==> config.mk <==
export PLATFORM = sky130hd
export DESIGN_NAME = vga_cell_scanout
export DESIGN_NICKNAME = d
export VERILOG_FILES = /design/src/rtl/vga_cell_scanout.sv
export SDC_FILE = /design/constraint.sdc
export NUM_CORES = 1
export LEC_CHECK = 0
export BUFFER_PORTS_ARGS = -buffer_cell sky130_fd_sc_hd__buf_2
export CORE_ASPECT_RATIO = 1.4
export CORE_MARGIN = 3
export CORE_UTILIZATION = 40
export CTS_CLUSTER_SIZE = 30
export DETAILED_ROUTE_END_ITERATION = 6
export SYNTH_ARGS = -nofsm -noshare
export SYNTH_HDL_FRONTEND = slang
export SYNTH_SLANG_ARGS = --single-unit
==> constraint.sdc <==
create_clock -name clk -period 2.51 [get_ports clk]
set_input_delay 0.3765 -clock clk [delete_from_list [all_inputs] [get_ports clk]]
set_output_delay 0.3765 -clock clk [all_outputs]
set_load 0.01 [all_outputs]
==> src/rtl/vga_cell_scanout.sv <==
// 640x480@60 VGA scan-out of an 80x60 grid of 8x8 RGB332 colour cells read from VRAM.
// Three-stage pipeline: address + flags, VRAM read, registered pixel/sync outputs.
module vga_cell_scanout #(
  parameter int          H_ACTIVE  = 640,
  parameter int          H_FP      = 16,
  parameter int          H_SYNC    = 96,
  parameter int          H_BP      = 48,
  parameter int          V_ACTIVE  = 480,
  parameter int          V_FP      = 10,
  parameter int          V_SYNC    = 2,
  parameter int          V_BP      = 33,
  parameter int          COLS      = 80,
  parameter logic [12:0] BASE_ADDR = 13'd0
) (
  input  logic        clk,
  input  logic        rst_n,
  input  logic [7:0]  displayRdData,
  output logic [12:0] displayAddr,
  output logic        hsync,
  output logic        vsync,
  output logic [2:0]  red,
  output logic [2:0]  green,
  output logic [1:0]  blue,
  output logic        frameStart
);

  localparam int H_TOTAL = H_ACTIVE + H_FP + H_SYNC + H_BP;
  localparam int V_TOTAL = V_ACTIVE + V_FP + V_SYNC + V_BP;
  localparam int HW      = $clog2(H_TOTAL);
  localparam int VW      = $clog2(V_TOTAL);

  localparam logic [HW-1:0] H_LAST   = HW'(H_TOTAL - 1);
  localparam logic [VW-1:0] V_LAST   = VW'(V_TOTAL - 1);
  localparam logic [HW-1:0] H_ACT_C  = HW'(H_ACTIVE);
  localparam logic [VW-1:0] V_ACT_C  = VW'(V_ACTIVE);
  localparam logic [HW-1:0] HS_START = HW'(H_ACTIVE + H_FP);
  localparam logic [HW-1:0] HS_END   = HW'(H_ACTIVE + H_FP + H_SYNC);
  localparam logic [VW-1:0] VS_START = VW'(V_ACTIVE + V_FP);
  localparam logic [VW-1:0] VS_END   = VW'(V_ACTIVE + V_FP + V_SYNC);

  // Cell address wraps modulo 8192; row*COLS is a constant multiply (shift-add).
  function automatic logic [12:0] cell_addr(input logic [HW-1:0] h, input logic [VW-1:0] v);
    logic [12:0] row;
    logic [12:0] col;
    row = 13'(v >> 3);
    col = 13'(h >> 3);
    return BASE_ADDR + 13'(row * 13'(COLS)) + col;
  endfunction

  logic [HW-1:0] h_q, h_d;
  logic [VW-1:0] v_q, v_d;
  logic          act_p0, hs_p0, vs_p0, fs_p0;
  logic [12:0]   addr_q;
  logic          act_p1_q, hs_p1_q, vs_p1_q, fs_p1_q;
  logic          act_p2_q, hs_p2_q, vs_p2_q, fs_p2_q;
  logic [7:0]    pix_q;
  logic          hsync_q, vsync_q, fs_q;

  always_comb begin
    h_d = h_q + 1'b1;
    v_d = v_q;
    if (h_q == H_LAST) begin
      h_d = '0;
      v_d = (v_q == V_LAST) ? '0 : v_q + 1'b1;
    end
  end

  assign act_p0 = (h_q < H_ACT_C) && (v_q < V_ACT_C);
  assign hs_p0  = (h_q >= HS_START) && (h_q < HS_END);
  assign vs_p0  = (v_q >= VS_START) && (v_q < VS_END);
  assign fs_p0  = (h_q == '0) && (v_q == '0);

  always_ff @(posedge clk or negedge rst_n) begin
    if (!rst_n) begin
      h_q      <= '0;
      v_q      <= '0;
      addr_q   <= BASE_ADDR;
      act_p1_q <= 1'b0;
      hs_p1_q  <= 1'b0;
      vs_p1_q  <= 1'b0;
      fs_p1_q  <= 1'b0;
      act_p2_q <= 1'b0;
      hs_p2_q  <= 1'b0;
      vs_p2_q  <= 1'b0;
      fs_p2_q  <= 1'b0;
      pix_q    <= '0;
      hsync_q  <= 1'b1;
      vsync_q  <= 1'b1;
      fs_q     <= 1'b0;
    end else begin
      h_q      <= h_d;
      v_q      <= v_d;
      // Stage 1: VRAM address and timing flags for the current (h,v)
      addr_q   <= cell_addr(h_q, v_q);
      act_p1_q <= act_p0;
      hs_p1_q  <= hs_p0;
      vs_p1_q  <= vs_p0;
      fs_p1_q  <= fs_p0;
      // Stage 2: VRAM read in flight
      act_p2_q <= act_p1_q;
      hs_p2_q  <= hs_p1_q;
      vs_p2_q  <= vs_p1_q;
      fs_p2_q  <= fs_p1_q;
      // Stage 3: blanked pixel and active-low syncs
      pix_q    <= act_p2_q ? displayRdData : 8'h00;
      hsync_q  <= ~hs_p2_q;
      vsync_q  <= ~vs_p2_q;
      fs_q     <= fs_p2_q;
    end
  end

  assign displayAddr = addr_q;
  assign red         = pix_q[7:5];
  assign green       = pix_q[4:2];
  assign blue        = pix_q[1:0];
  assign hsync       = hsync_q;
  assign vsync       = vsync_q;
  assign frameStart  = fs_q;

endmodule

==> impl_summary.txt <==
----------------------------------------------------
[Power]
  Pwr Density ... 503 nW/um2
  Reported leakage power ... 1.39 nW
  Maximum vdd ir drop ... ~0.00023 V

[Synth]
  Main synth FF type ... sky130_fd_sc_hd__dfrtp_1
  Sequential area share after synthesis ... 0.554
  Share of async-settable or async-resettable flops after synthesis ... 1.00
  Number of library cell types mapped by synthesis ... 40
  Commonest cells in the netlist ... sky130_fd_sc_hd__dfrtp_1, sky130_fd_sc_hd__ha_1, sky130_fd_sc_hd__nand2_1, sky130_fd_sc_hd__nand3_1, sky130_fd_sc_hd__nor2_1
  Number of flops mapped to enable cells by yosys ... 0
  Ranking of synthesized cells by area ... sky130_fd_sc_hd__dfrtp_1, sky130_fd_sc_hd__ha_1, sky130_fd_sc_hd__xnor2_1
  Most frequently used cell type in the post-synthesis netlist ... sky130_fd_sc_hd__dfrtp_1
  Library cell with the largest summed area after synthesis ... sky130_fd_sc_hd__dfrtp_1
  Netlist area before placement ... 2350 um2
  Average instance area after synthesis ... 11.8 um2
  Post-Synthesis Cells ... 200
  Yosys warns ... 0
  Net count after synthesis ... 229
  Area share of the largest cell type after synthesis ... 0.532
  Post-synthesis sequential element count ... 52

[Cells and area]
  # nets final ... around 270
  Diodes inserted ... 0
  Share of cells above drive strength 1 ... 0.233
  Layout area overhead ... 16.2%

[Route]
  First drt pass iteration count ... 4
  Met3 Routed Length ... 180 um
  Highest metal layer used by the detailed router ... met4
  ANT nets after route ... 0
  Sum of routed wire segments on met1 ... 1790 um
  1st-iter DRT viols ... 65
  Routed WL per cell ... 13.4 um
  Routed via count divided by cell count ... 5.06
  Wire length reported by the detailed router ... between 4000 and 5000 um
  Total vias in the final route ... ~1,600
  Met2 Routed Length ... around 2200 um
  Number of DRC violations after detailed routing ... 0

[Run]
  Maxcap violations ... 0

[Worst setup path]
  Startpoint type of the worst setup path ... register
  Worst stage delay on the critical path ... 0.41 ns
  Cell family with most CP delay ... adder cells
  Worst path cell trace ... ha_1 > ha_1 > fa_1 > a21o_1 > a21oi_1 > xnor2_1 > nand3b_1 > xnor2_1
  Worst-path maximum fanout ... 2
  Kind of critical path ... reg2reg
  Signal arrival time at the worst endpoint ... 2.46 ns
  Required arrival time at the worst endpoint ... 2.70 ns
  Endpoint class of the critical path ... register
  Cell at the slowest stage of the critical path ... sky130_fd_sc_hd__fa_1
  Sum of buffers and inverters on the critical path ... 0

[Status]
  Outcome ... finished, final reports clean

[Floorplanning]
  Die Outline Area ... 6850 um2
  Number of top-level design ports ... 34
  Core area ... 5610 um2
  Horizontal die dimension ... 70.8 um
  Effective utilization at floorplan ... 0.420
  Die Y-Extent ... 96.8 um
  Site Rows ... 32

[GRT]
  Largest net degree at the start of global routing ... between 50 and 60
  Total track usage ... 0.135
  Global-route wire length before repair ... 7450 um
  Number of antenna violations at the first check in global routing ... 0
  Gr ovfl total ... 0
  Via count of the first global-routing pass ... 1,624

[STA]
  Worst slack on hold paths ... between 0.15 and 0.2 ns
  Fin worst setup slack ... 0.243 ns
  Final worst clock skew ... 0.0128 ns
  Final Max Slew Viols ... 0
  Final worst path period need ... between 2 and 2.5 ns
  Sum of negative setup slack ... 0 ns
  Count of final hold-check violations ... 0
  Setup violation total in the final timing report ... 0
  Period Utilization, post-route ... 0.903
  Actual slew at the worst max-slew pin ... 0.639 ns
  Worst slew slack as a fraction of its limit ... 0.574
  Unrepaired setup endpoints after global routing ... false
  Achievable clock frequency ... about 440 MHz

[CTS]
  Total clock buffers created by CTS ... 5
  Source-to-sink clock delay at the later pin of the worst-skew pair ... 0.31 ns
  Number of sinks on the clock net ... 52
  Buffer count from post-CTS setup fixing ... 0
  Clock slew seen by the registers of the worst setup and hold paths ... 0.10 ns
  Htree depth ... 2
  TritonCTS clock tree ... built
  Clock buffer depth ... 2
  Clock tree root driver cell ... sky130_fd_sc_hd__clkbuf_8
  Hold buffers post-CTS ... 0
  Post-cts resize count ... 0

[Placed design]
  Routability-driven placement congestion ratio ... 0.800
  Worst setup timing slack at the placement stage ... around 0.26 ns
  Post-DP HPWL ... 3080 um
  Number of input and output port buffers inserted ... 33

[Min path]
  Min-Delay Path Class ... in2async

----------------------------------------------------
[metal layers]
| metal | global-route usage | vias up |
|---|---|---|
| met3 | 0.0322 | 4 |
| met4 | 0.0535 | 0 |
| met1 | 0.159 | 764 |
| met5 | 0 | - |
| li1 | - | 784 |
| met2 | 0.232 | 32 |
[kinds of logic (layout without fill, tap and decap cells)]
logic type               Yosys count  after routing  share of synthesized area
AND/OR/NAND/NOR                   74             74                      0.180
adder cells (fa/ha/maj)           19             19                      0.107
flip-flops                        52             52                      0.554
AO/OA/AOI/OAI                     27             27                     0.0696
XOR/XNOR                          19             19                     0.0707
multiplexers                       1              1                    0.00478
buffers and inverters              8             53                     0.0138
[path summary, 6_finish.rpt]
kind                       cells past startpoint                        end  slack [ns]               start
max in group asynchronous                      2  displayAddr[10]$_DFF_PN0_        1.91               rst_n
max                                            8  displayAddr[12]$_DFF_PN0_        0.24  v_q[4]$_DFFE_PN0N_
min                                            2           h_q[6]$_DFF_PN0_        0.16               rst_n
max reg2reg                                    8  displayAddr[12]$_DFF_PN0_        0.24  v_q[4]$_DFFE_PN0N_
min reg2reg                                    0          fs_p2_q$_DFF_PN0_        0.35   fs_p1_q$_DFF_PN0_
min in group clk                               2         pix_q[3]$_DFF_PN0_        0.27    displayRdData[3]
[stage by stage]
step / utilization / cells / instance area [um2] / total power, W
2_1_floorplan: - / 200 / 2350 / 0.000870
3_3_place_gp: 0.471 / 305 / 2640 / 0.000900
3_5_place_dp: 0.471 / 305 / 2640 / 0.000901
4_1_cts: 0.488 / 313 / 2730 / 0.00140
5_1_grt: 0.488 / 313 / 2730 / 0.00144
6_report: 0.488 / 313 / 2730 / 0.00137
[where the power goes]
part	switching (W)	internal [W]
combinational	0.0000236	0.0000134
sequential	0.00000126	0.000844
clock	0.000289	0.000204
[cell usage in the layout (no fill, tap or decap), drive strengths merged]
master / instances
dfrtp: 50
buf: 39
ha: 17
nand3: 13
nand2: 13
nor2: 12
xnor2: 10
and2: 10
a21oi: 9
xor2: 9
o21ai: 8
nor3: 7
inv: 7
clkbuf: 5
nand3b: 3
o31ai: 3
and4: 3
a21o: 2
nand2b: 2
nor4: 2
fa: 2
clkinv: 2
dfstp: 2
or3: 2
nand4: 2
and3: 1
and2b: 1
a311oi: 1
nor2b: 1
a211oi: 1
o21bai: 1
o21a: 1
or4: 1
or4b: 1
mux2: 1
a31oi: 1
[final cells by class]
type / instances / area (um2)
clock inverter: 3 / 26.3
fill: 518 / 2870
timing repair buffer: 39 / 210
inverter: 6 / 22.5
clock buffer: 5 / 68.8
sequential: 52 / 1300
tap: 68 / 85.1
multi-input combinational: 140 / 1020
[sequential cells by signal, summed over array words and instances, names as in the netlist, 8 cells and up]
name,count
v_q,10
h_q,10
displayAddr,13
pix_q,8
No activity file was read; power rests on OpenSTA's default activity.
